==> config.mk <==
export PLATFORM = sky130hd
export DESIGN_NAME = axis_ft245_device
export DESIGN_NICKNAME = d
export VERILOG_FILES = /design/src/rtl/axis_ft245_device_pkg.sv /design/src/rtl/axis_ft245_device_sync_fifo_fwft.sv /design/src/rtl/axis_ft245_device.sv
export SDC_FILE = /design/constraint.sdc
export NUM_CORES = 1
export LEC_CHECK = 0
export ABC_AREA = 1
export ABC_CLOCK_PERIOD_IN_PS = 2220
export CORE_MARGIN = 10
export CORE_UTILIZATION = 54
export CTS_CLUSTER_SIZE = 14
export DETAILED_ROUTE_END_ITERATION = 10
export DONT_BUFFER_PORTS = 1
export PLACE_DENSITY = 0.8
export SLEW_MARGIN = 20
export SYNTH_ARGS = -nofsm -noshare
export SYNTH_HDL_FRONTEND = slang
export SYNTH_HIERARCHICAL = 1
export SYNTH_SLANG_ARGS = --single-unit
==> constraint.sdc <==
create_clock -name aclk -period 2.22 [get_ports aclk]
set_clock_uncertainty 0.15 [all_clocks]
set_input_delay 0.444 -clock aclk [delete_from_list [all_inputs] [get_ports aclk]]
set_output_delay 0.444 -clock aclk [all_outputs]
set_load 0.01 [all_outputs]
==> src/rtl/axis_ft245_device_pkg.sv <==
// axis_ft245_device_pkg: shared packet size default and active-low bus levels
package axis_ft245_device_pkg;
  localparam int PKT_SIZE_DEF = 512;
  localparam logic BUS_ACT = 1'b0;
  localparam logic BUS_IDLE = 1'b1;
endpackage

==> src/rtl/axis_ft245_device_sync_fifo_fwft.sv <==
// sync_fifo_fwft: single-clock FWFT fifo; push/din in, pop in, dout = head, count = occupancy
module sync_fifo_fwft #(
  parameter int W = 8,
  parameter int DEPTH = 16,
  localparam int AW = $clog2(DEPTH)
) (
  input  logic          clk,
  input  logic          rst,
  input  logic          push,
  input  logic [W-1:0]  din,
  input  logic          pop,
  output logic [W-1:0]  dout,
  output logic [AW:0]   count
);
  logic [W-1:0] mem [DEPTH];
  logic [AW-1:0] wp, rp;
  assign dout = mem[rp];
  always_ff @(posedge clk) begin
    if (rst) begin
      wp <= '0;
      rp <= '0;
      count <= '0;
    end else begin
      if (push) mem[wp] <= din;
      wp <= wp + AW'(push);
      rp <= rp + AW'(pop);
      count <= count + (AW+1)'(push) - (AW+1)'(pop);
    end
  end
endmodule

==> src/rtl/axis_ft245_device.sv <==
// axis_ft245_device: FT245 sync-fifo device model; s_axis -> usb_data_o/usb_empty, usb_data_i/usb_wrn -> packetized m_axis
module axis_ft245_device
  import axis_ft245_device_pkg::*;
#(
  parameter int RX_DEPTH = 16,
  parameter int TX_DEPTH = 16,
  parameter int PKT_SIZE = PKT_SIZE_DEF
) (
  input  logic       aclk,
  input  logic       areset,
  input  logic [7:0] s_axis_tdata,
  input  logic       s_axis_tvalid,
  output logic       s_axis_tready,
  output logic [7:0] m_axis_tdata,
  output logic       m_axis_tvalid,
  output logic       m_axis_tlast,
  input  logic       m_axis_tready,
  input  logic       usb_rdn,
  input  logic       usb_wrn,
  input  logic       usb_oen,
  input  logic       usb_siwun,
  output logic       usb_empty,
  output logic       usb_full,
  input  logic [7:0] usb_data_i,
  output logic [7:0] usb_data_o,
  output logic       usb_data_t,
  input  logic       stall_tx,
  output logic       err_bus
);
  localparam int RA = $clog2(RX_DEPTH);
  localparam int TA = $clog2(TX_DEPTH);
  localparam int CW = $clog2(PKT_SIZE);
  logic [RA:0] rx_count, rx_next;
  logic [TA:0] tx_count, tx_next;
  logic [8:0] tx_head;
  logic [7:0] hold_d;
  logic [CW-1:0] pkt_cnt;
  logic hold_v, hold_last, siwun_q;
  logic rx_push, rx_pop, wr_acc, si_fire, new_last, tx_push, tx_pop;
  assign s_axis_tready = !areset && rx_count != (RA+1)'(RX_DEPTH);
  assign rx_push = s_axis_tvalid && s_axis_tready;
  assign rx_pop = usb_rdn == BUS_ACT && usb_data_t == BUS_ACT && !usb_empty;
  assign rx_next = rx_count + (RA+1)'(rx_push) - (RA+1)'(rx_pop);
  assign wr_acc = usb_wrn == BUS_ACT && !usb_full;
  assign si_fire = usb_siwun == BUS_ACT && siwun_q == BUS_IDLE;
  assign new_last = pkt_cnt == CW'(PKT_SIZE - 1) || si_fire;
  // the held byte leaves when displaced by a new byte, when it closed a packet, or on a send-immediate
  assign tx_push = hold_v && (hold_last || wr_acc || si_fire);
  assign tx_pop = m_axis_tvalid && m_axis_tready;
  assign tx_next = tx_count + (TA+1)'(tx_push) - (TA+1)'(tx_pop);
  assign m_axis_tvalid = tx_count != '0;
  assign {m_axis_tlast, m_axis_tdata} = tx_head;
  sync_fifo_fwft #(.W(8), .DEPTH(RX_DEPTH)) u_rx (
    .clk(aclk), .rst(areset), .push(rx_push), .din(s_axis_tdata),
    .pop(rx_pop), .dout(usb_data_o), .count(rx_count)
  );
  // with write+siwun on one edge the new byte carries tlast, so the displaced byte does not
  sync_fifo_fwft #(.W(9), .DEPTH(TX_DEPTH)) u_tx (
    .clk(aclk), .rst(areset), .push(tx_push),
    .din({hold_last || (si_fire && !wr_acc), hold_d}),
    .pop(tx_pop), .dout(tx_head), .count(tx_count)
  );
  always_ff @(posedge aclk) begin
    if (areset) begin
      usb_data_t <= 1'b1;
      usb_empty <= 1'b1;
      usb_full <= 1'b1;
      err_bus <= 1'b0;
      siwun_q <= BUS_IDLE;
      hold_v <= 1'b0;
      hold_last <= 1'b0;
      hold_d <= '0;
      pkt_cnt <= '0;
    end else begin
      usb_data_t <= usb_oen;
      usb_empty <= rx_next == '0;
      // one slot of slack absorbs the hold-register flush after full rises
      usb_full <= stall_tx || tx_next >= (TA+1)'(TX_DEPTH - 1);
      err_bus <= err_bus || (usb_oen == BUS_ACT && usb_wrn == BUS_ACT);
      siwun_q <= usb_siwun;
      if (wr_acc) begin
        hold_v <= 1'b1;
        hold_d <= usb_data_i;
        hold_last <= new_last;
        pkt_cnt <= new_last ? '0 : pkt_cnt + CW'(1);
      end else begin
        if (tx_push) hold_v <= 1'b0;
        if (si_fire) pkt_cnt <= '0;
      end
    end
  end
endmodule

Word level (Yosys, flattened, before mapping)
Memory sizes are Yosys's and may differ from the RTL's. A register that Yosys moved wholly into a read port is not among the register bits.
Index checks and enable logic that the tools add are counted.
{"block": "word_totals", "ff_bits": 50, "out_inout_bits": 23, "in_bits": 25, "ramBits": 272, "memories": 2, "elab_cells": 71}
{"memory": "u_tx.mem", "words": 16, "word_bits": 9, "rd": 1, "rd_ports_with_merged_regs": 1, "write_ports": 1, "line_no": "axis_ft245_device_sync_fifo_fwft.sv:15", "rtl": "logic [W-1:0] mem [DEPTH];"}
{"memory": "u_rx.mem", "words": 16, "word_bits": 8, "rd": 1, "rd_ports_with_merged_regs": 1, "write_ports": 1, "line_no": "axis_ft245_device_sync_fifo_fwft.sv:15"}
{"block": "op_classes", "add_sub_neg": 9, "reduce_logical": 24, "muxes": 13, "n_bitwise": 5, "order_cmp": 1, "eq_ne": 2}
{"operator": "2-to-1 mux 9 bit", "count": 3}
{"operator": "adder 4 x 1 -> 4 bit", "count": 4}
{"operator": "adder 5 x 1 -> 5 bit", "count": 2}
{"operator": "logical AND 1 bit", "count": 10}
{"operator": "subtractor 5 x 1 -> 5 bit", "count": 2}
{"operator": "adder 9 x 1 -> 9 bit, second input constant", "count": 1}
{"operator": "== test 9 bit, second input constant", "count": 1}
{"operator": "2-to-1 mux 1 bit", "count": 8}
{"operator": "2-to-1 mux 4 bit", "count": 2}
{"operator": "logical OR 1 bit", "count": 6}
{"operator": "greater-or-equal comparator 5 x 4 -> 1 bit, second input constant", "count": 1}
{"operator": "zero test 5 bit", "count": 1}
{"operator": "!= test 5 bit, second input constant", "count": 1}
{"operator": "inverter 1 bit", "count": 5}
{"operator": "nonzero test 5 bit", "count": 1}
{"operator": "zero test 1 bit", "count": 4}
{"operator": "nonzero test 2 bit", "count": 2}

Longest topological paths before layout
{"block": "depth", "ltp_word": 9, "ltp_mapped": 16, "ltp_nobuf": 16}

Hierarchy
The synthesis kept the hierarchy.
{"mod": "sync_fifo_fwft (u_tx)", "cells_each": 685, "area_each_um2": 6919.1, "n_inst": 1, "seq_area_each_um2": 4584.4}
{"mod": "sync_fifo_fwft (u_rx)", "cells_each": 621, "area_each_um2": 6238.5, "n_inst": 1, "seq_area_each_um2": 4103.9}
{"mod": "axis_ft245_device", "cells_each": 200, "area_each_um2": 1421.4, "n_inst": 1, "seq_area_each_um2": 480.5}

Worst setup path after synthesis
Ideal clock, no wire load.
{"block": "synth_path", "path_kind": "register to register", "start": "register u_rx.count[3]", "end": "register usb_empty", "n_path_buf": 0, "t_arrival_ps": 2293, "slack_ps": -345, "stages_incl_launch_ff": 15, "cell_sequence": "dfxtp_1 inv_1 ha_1 a31oi_1 nand2_1 ha_1 inv_1 ha_1 fa_1 nand3_1 nand3_1 nor2_1 nor2_1 nand3_1 nand2_1"}
{"block": "synth_between", "elab_chain_cells": 6}
{"element": "from (decl)", "line_no": "axis_ft245_device_sync_fifo_fwft.sv:13", "rtl": "output logic [AW:0] count"}
{"element": "from (signal assigned)", "line_no": "axis_ft245_device_sync_fifo_fwft.sv:27", "rtl": "count <= count + (AW+1)'(push) - (AW+1)'(pop);"}
{"element": "!= test 5 bit", "line_no": "axis_ft245_device.sv:40", "rtl": "assign s_axis_tready = !areset && rx_count != (RA+1)'(RX_DEPTH);"}
{"element": "logical AND 1 bit", "line_no": "axis_ft245_device.sv:40"}
{"element": "via s_axis_tready", "line_no": "axis_ft245_device.sv:13", "rtl": "output logic s_axis_tready,"}
{"element": "logical AND 1 bit", "line_no": "axis_ft245_device.sv:41", "rtl": "assign rx_push = s_axis_tvalid && s_axis_tready;"}
{"element": "adder 5 x 1 -> 5 bit", "line_no": "axis_ft245_device.sv:43", "rtl": "assign rx_next = rx_count + (RA+1)'(rx_push) - (RA+1)'(rx_pop);"}
{"element": "subtractor 5 x 1 -> 5 bit", "line_no": "axis_ft245_device.sv:43"}
{"element": "zero test 5 bit", "line_no": "axis_ft245_device.sv:76", "rtl": "usb_empty <= rx_next == '0;"}
{"element": "to (signal assigned)", "line_no": "axis_ft245_device.sv:66", "rtl": "usb_empty <= 1'b1;"}
{"element": "to (signal assigned)", "line_no": "axis_ft245_device.sv:76"}
{"element": "to (decl)", "line_no": "axis_ft245_device.sv:22", "rtl": "output logic usb_empty,"}
The timed path passes the listed nets, and every way through them passes these cells.
A chain may end at the register's enable or synchronous reset.

Final worst setup path
{"block": "layout_path", "start": "register u_tx.count[3]", "end": "register u_tx.count[4]"}
{"block": "layout_between", "elab_chain_cells": 3}
{"element": "from (decl)", "line_no": "axis_ft245_device_sync_fifo_fwft.sv:13"}
{"element": "from (signal assigned)", "line_no": "axis_ft245_device_sync_fifo_fwft.sv:27"}
{"element": "nonzero test 5 bit", "line_no": "axis_ft245_device.sv:51", "rtl": "assign m_axis_tvalid = tx_count != '0;"}
{"element": "logical AND 1 bit", "line_no": "axis_ft245_device.sv:49", "rtl": "assign tx_pop = m_axis_tvalid && m_axis_tready;"}
{"element": "via tx_pop", "line_no": "axis_ft245_device.sv:39", "rtl": "logic rx_push, rx_pop, wr_acc, si_fire, new_last, tx_push, tx_pop;"}
{"element": "subtractor 5 x 1 -> 5 bit", "line_no": "axis_ft245_device_sync_fifo_fwft.sv:27"}
The timed path passes the listed nets, and every way through them passes these cells.

==> impl_metrics.yaml <==
floorplanning:
  coreArea_um2: 26700
  fp.dieArea_um2: 34000
  die_w_um: 184
  row_count: 60
  die_h_um: 184
  boundaryPins: 48
  start_util_pct: 54.6
cells_and_area:
  seqCellArea_um2: 9190
  n_antenna_cell: 0
  fin_util_pct: 71.6
  drive_gt1_share_pct: 30.3
  fin_nets: 1715
  fin_area_um2: 19100
  multi_input_area_um2: 5360
  final_cells: 2020
  n_fill_cell: 1485
  areaGrowthSynthToFinish_pct: 31.3
synthesis:
  synth_area_leaders: "edfxtp_1, nand2_1, nand3_1"
  synth-main-ff-cell: "edfxtp_1"
  yosysMostFrequentCell: "nand2_1"
  synthArstFlopShare_pct: 0
  yosysTopAreaCell: "edfxtp_1"
  synth_edf_count: 272
  avgSynthCellArea_um2: 9.68
  yosys-top-cells-count: "nand2_1, inv_1, edfxtp_1, nand3_1, nor2_1"
  synth.top_cell.area_share_pct: 56.0
  syn_inst: 1506
  ys_ff_latch: 322
  synth_seq_area_share_pct: 62.9
  netlist_area_um2: 14600
  ys_types: 34
  yosysWarningCount: 6
  synth_fp_nets: 1567
sta:
  fin_crit_ns: 2.61
  max_slew.worst_pin.slew_ns: 1.13
  grt_setup_unrepaired: "true"
  maxClockFrequency_ghz: 0.383
  fin_ws_ns: -0.393
  hold_viol: 0
  slew_viol_final: 0
  slew_headroom_pct: 24.7
  setup_violations: 32
  period_share_pct: 118
route:
  viasPerCell: 5.98
  finalWirelength_mm: 46.0
  drt_pass1_iterations: 6
  ant_nets: 0
  detail_route.iter0.violations: 1639
  wl_per_cell_um: 22.8
  vias: 12073
  remaining_drc_errors: 0
worst_setup_path:
  worst-setup-path-type: "flip-flop to flip-flop"
  arrival_ns: 2.93
  r2r_end: "u_tx/count[4]"
  rr_worst_depth: 17
  crit_fanout: 3
  required_ns: 2.53
  rrSetupSlack_ns: -0.39
  endpoint_kind: "flip-flop"
  start_kind: "flip-flop"
  rr_startpoint: "u_tx/count[3]"
grt:
  track_usage_pct: 20.8
  grtUsageMet2_pct: 37.2
  use_met3_pct: 3.90
  met1_usage_pct: 23.4
  gr-total-overflow: 0
  grt_max_degree: 38
  grt_pass1_vias: 10869
  grt_pass1_wl_mm: 56.1
  antenna_found_initial: 0
  grt_busiest_layer: "met2"
clock_tree:
  cts_buffer_depth: 3
  cts_sinks: 322
  cts_tree: "built"
  h-tree-depth: 1
  root_buffer: "clkbuf_16"
  clk_latency_ns: 0.58
  path_clk_slew_ns: 0.07
  cts_inserted_buffers: 31
power_and_ir_drop:
  p_leak_nw: 8.20
  ir_drop_v: 0.000702
  p_total_mw: 18.9
  powerDensity_nw_per_um2: 990
placement:
  place_ws_ns: -0.189
  io_buffers: 0
  place_inst: 1880
  place.gp.congestion: 0.838
  hpwl_mm: 20.8
  place_area_um2: 15400
status:
  run_status: "complete, but fails checks"
  violations: "negative setup slack"
min_path:
  worstHoldPathType: "input pin to flip-flop"
  hp-start: "usb_wrn"
  holdPathEnd: "hold_last"
  holdPathStages: 4
flow_run:
  cap_violations: 0
[flip-flops by register name (all words and copies together), names as in the netlist]
signal and count:
pkt_cnt 9, usb_empty 1, u_tx/wp 4, siwun_q 1, u_rx/wp 4, u_tx/count 5
hold_d 8, usb_full 1, u_tx/rp 4, err_bus 1, u_tx/mem 144, hold_last 1
usb_data_t 1, hold_v 1, u_rx/count 5, u_rx/rp 4, u_rx/mem 128
[logic make-up (layout without fill, tap and decap cells)]
kind of cell | after synthesis | after routing | share of synthesized area [%]
AO/OA/AOI/OAI | 46 | 46 | 1.65
XOR/XNOR | 8 | 8 | 0.481
adder cells (fa/ha/maj) | 36 | 36 | 3.30
buffers and inverters | 340 | 513 | 9.99
flip-flops | 322 | 322 | 62.9
AND/OR/NAND/NOR | 754 | 754 | 21.7
[through the flow]
step | setup TNS [ns] | hold WS, ns
final | -6.58 | 0.0681
after global routing | -9.72 | 0.0952
after global placement | -0.464 | 0.300
after detailed placement | -6.13 | 0.317
after floorplan | -0.221 | 0.298
after CTS | -2.48 | 0.0394
[worst max-delay path by stage]
stage,end,slack [ns],cells after the start,startpoint
2_1_floorplan,usb_empty,-0.11,12,areset
3_3_place_gp,usb_empty,-0.13,13,u_rx/count[2]
3_5_place_dp,usb_empty,-0.19,13,u_rx/count[2]
4_1_cts,usb_full,-0.17,14,u_tx/count[2]
5_1_grt,usb_full,-0.43,14,u_tx/count[3]
6_report,u_tx/count[4],-0.39,17,u_tx/count[3]
[per-layer routing]
layer | up-vias | share of wire [%]
li1 | 5131 | -
met1 | 5741 | 34
met2 | 920 | 49
met3 | 281 | 10
met4 | 0 | 7.0
met5 | - | 0
[layout by cell type, fill, tap and decap left out, drive strengths merged, types with 4 or more instances in the layout]
master	netlist	layout
nand2	423	423
inv	282	284
edfxtp	272	272
nand3	224	224
buf	55	128
nor2	97	97
clkbuf	1	67
dfxtp	50	50
ha	32	32
a21oi	25	25
dlygate4sd3	0	21
o21ai	18	18
clkinv	2	9
xnor2	5	5
nand3b	4	4
fa	4	4
[worst max-delay path: stages (launching register included)]
cell and delay, ns:
dfxtp_2 0.33, inv_2 0.09, ha_4 0.15, nand3b_1 0.12
and2_4 0.20, buf_6 0.12, ha_4 0.26, inv_4 0.03
ha_4 0.14, inv_2 0.05, fa_2 0.21, inv_2 0.05
nand2_2 0.08, nand2_2 0.09, a21oi_4 0.18, nand2_1 0.09
nand2_1 0.09, nor2_1 0.06
[power by group]
group / switching, mW / internal [mW] / leakage [nW]
registers: 0.283 / 6.90 / 2.89
logic: 3.69 / 2.67 / 4.81
clock network: 2.30 / 3.10 / 0.498
[area by class of cell]
class                           count  area share, %
Timing Repair inverter              3          0.163
Sequential cell                   322           48.0
Multi-Input combinational cell    844           28.0
Inverter                          284           5.81
Tap cell                          341           2.23
Timing Repair Buffer              168           10.4
Clock buffer                       48           4.65
Clock inverter                     10          0.686
[repair_timing]
action / in CTS / in global routing
pin swaps: 48 / 121
gates cloned: 3 / 30
endpoints found under the setup margin: 124 / 207
resized for setup: 136 / 244
endpoints found under the hold margin: 172 / 0
hold buffers: 21 / 0
setup buffers: 10 / 20
Power figures use the tool's default switching activity.
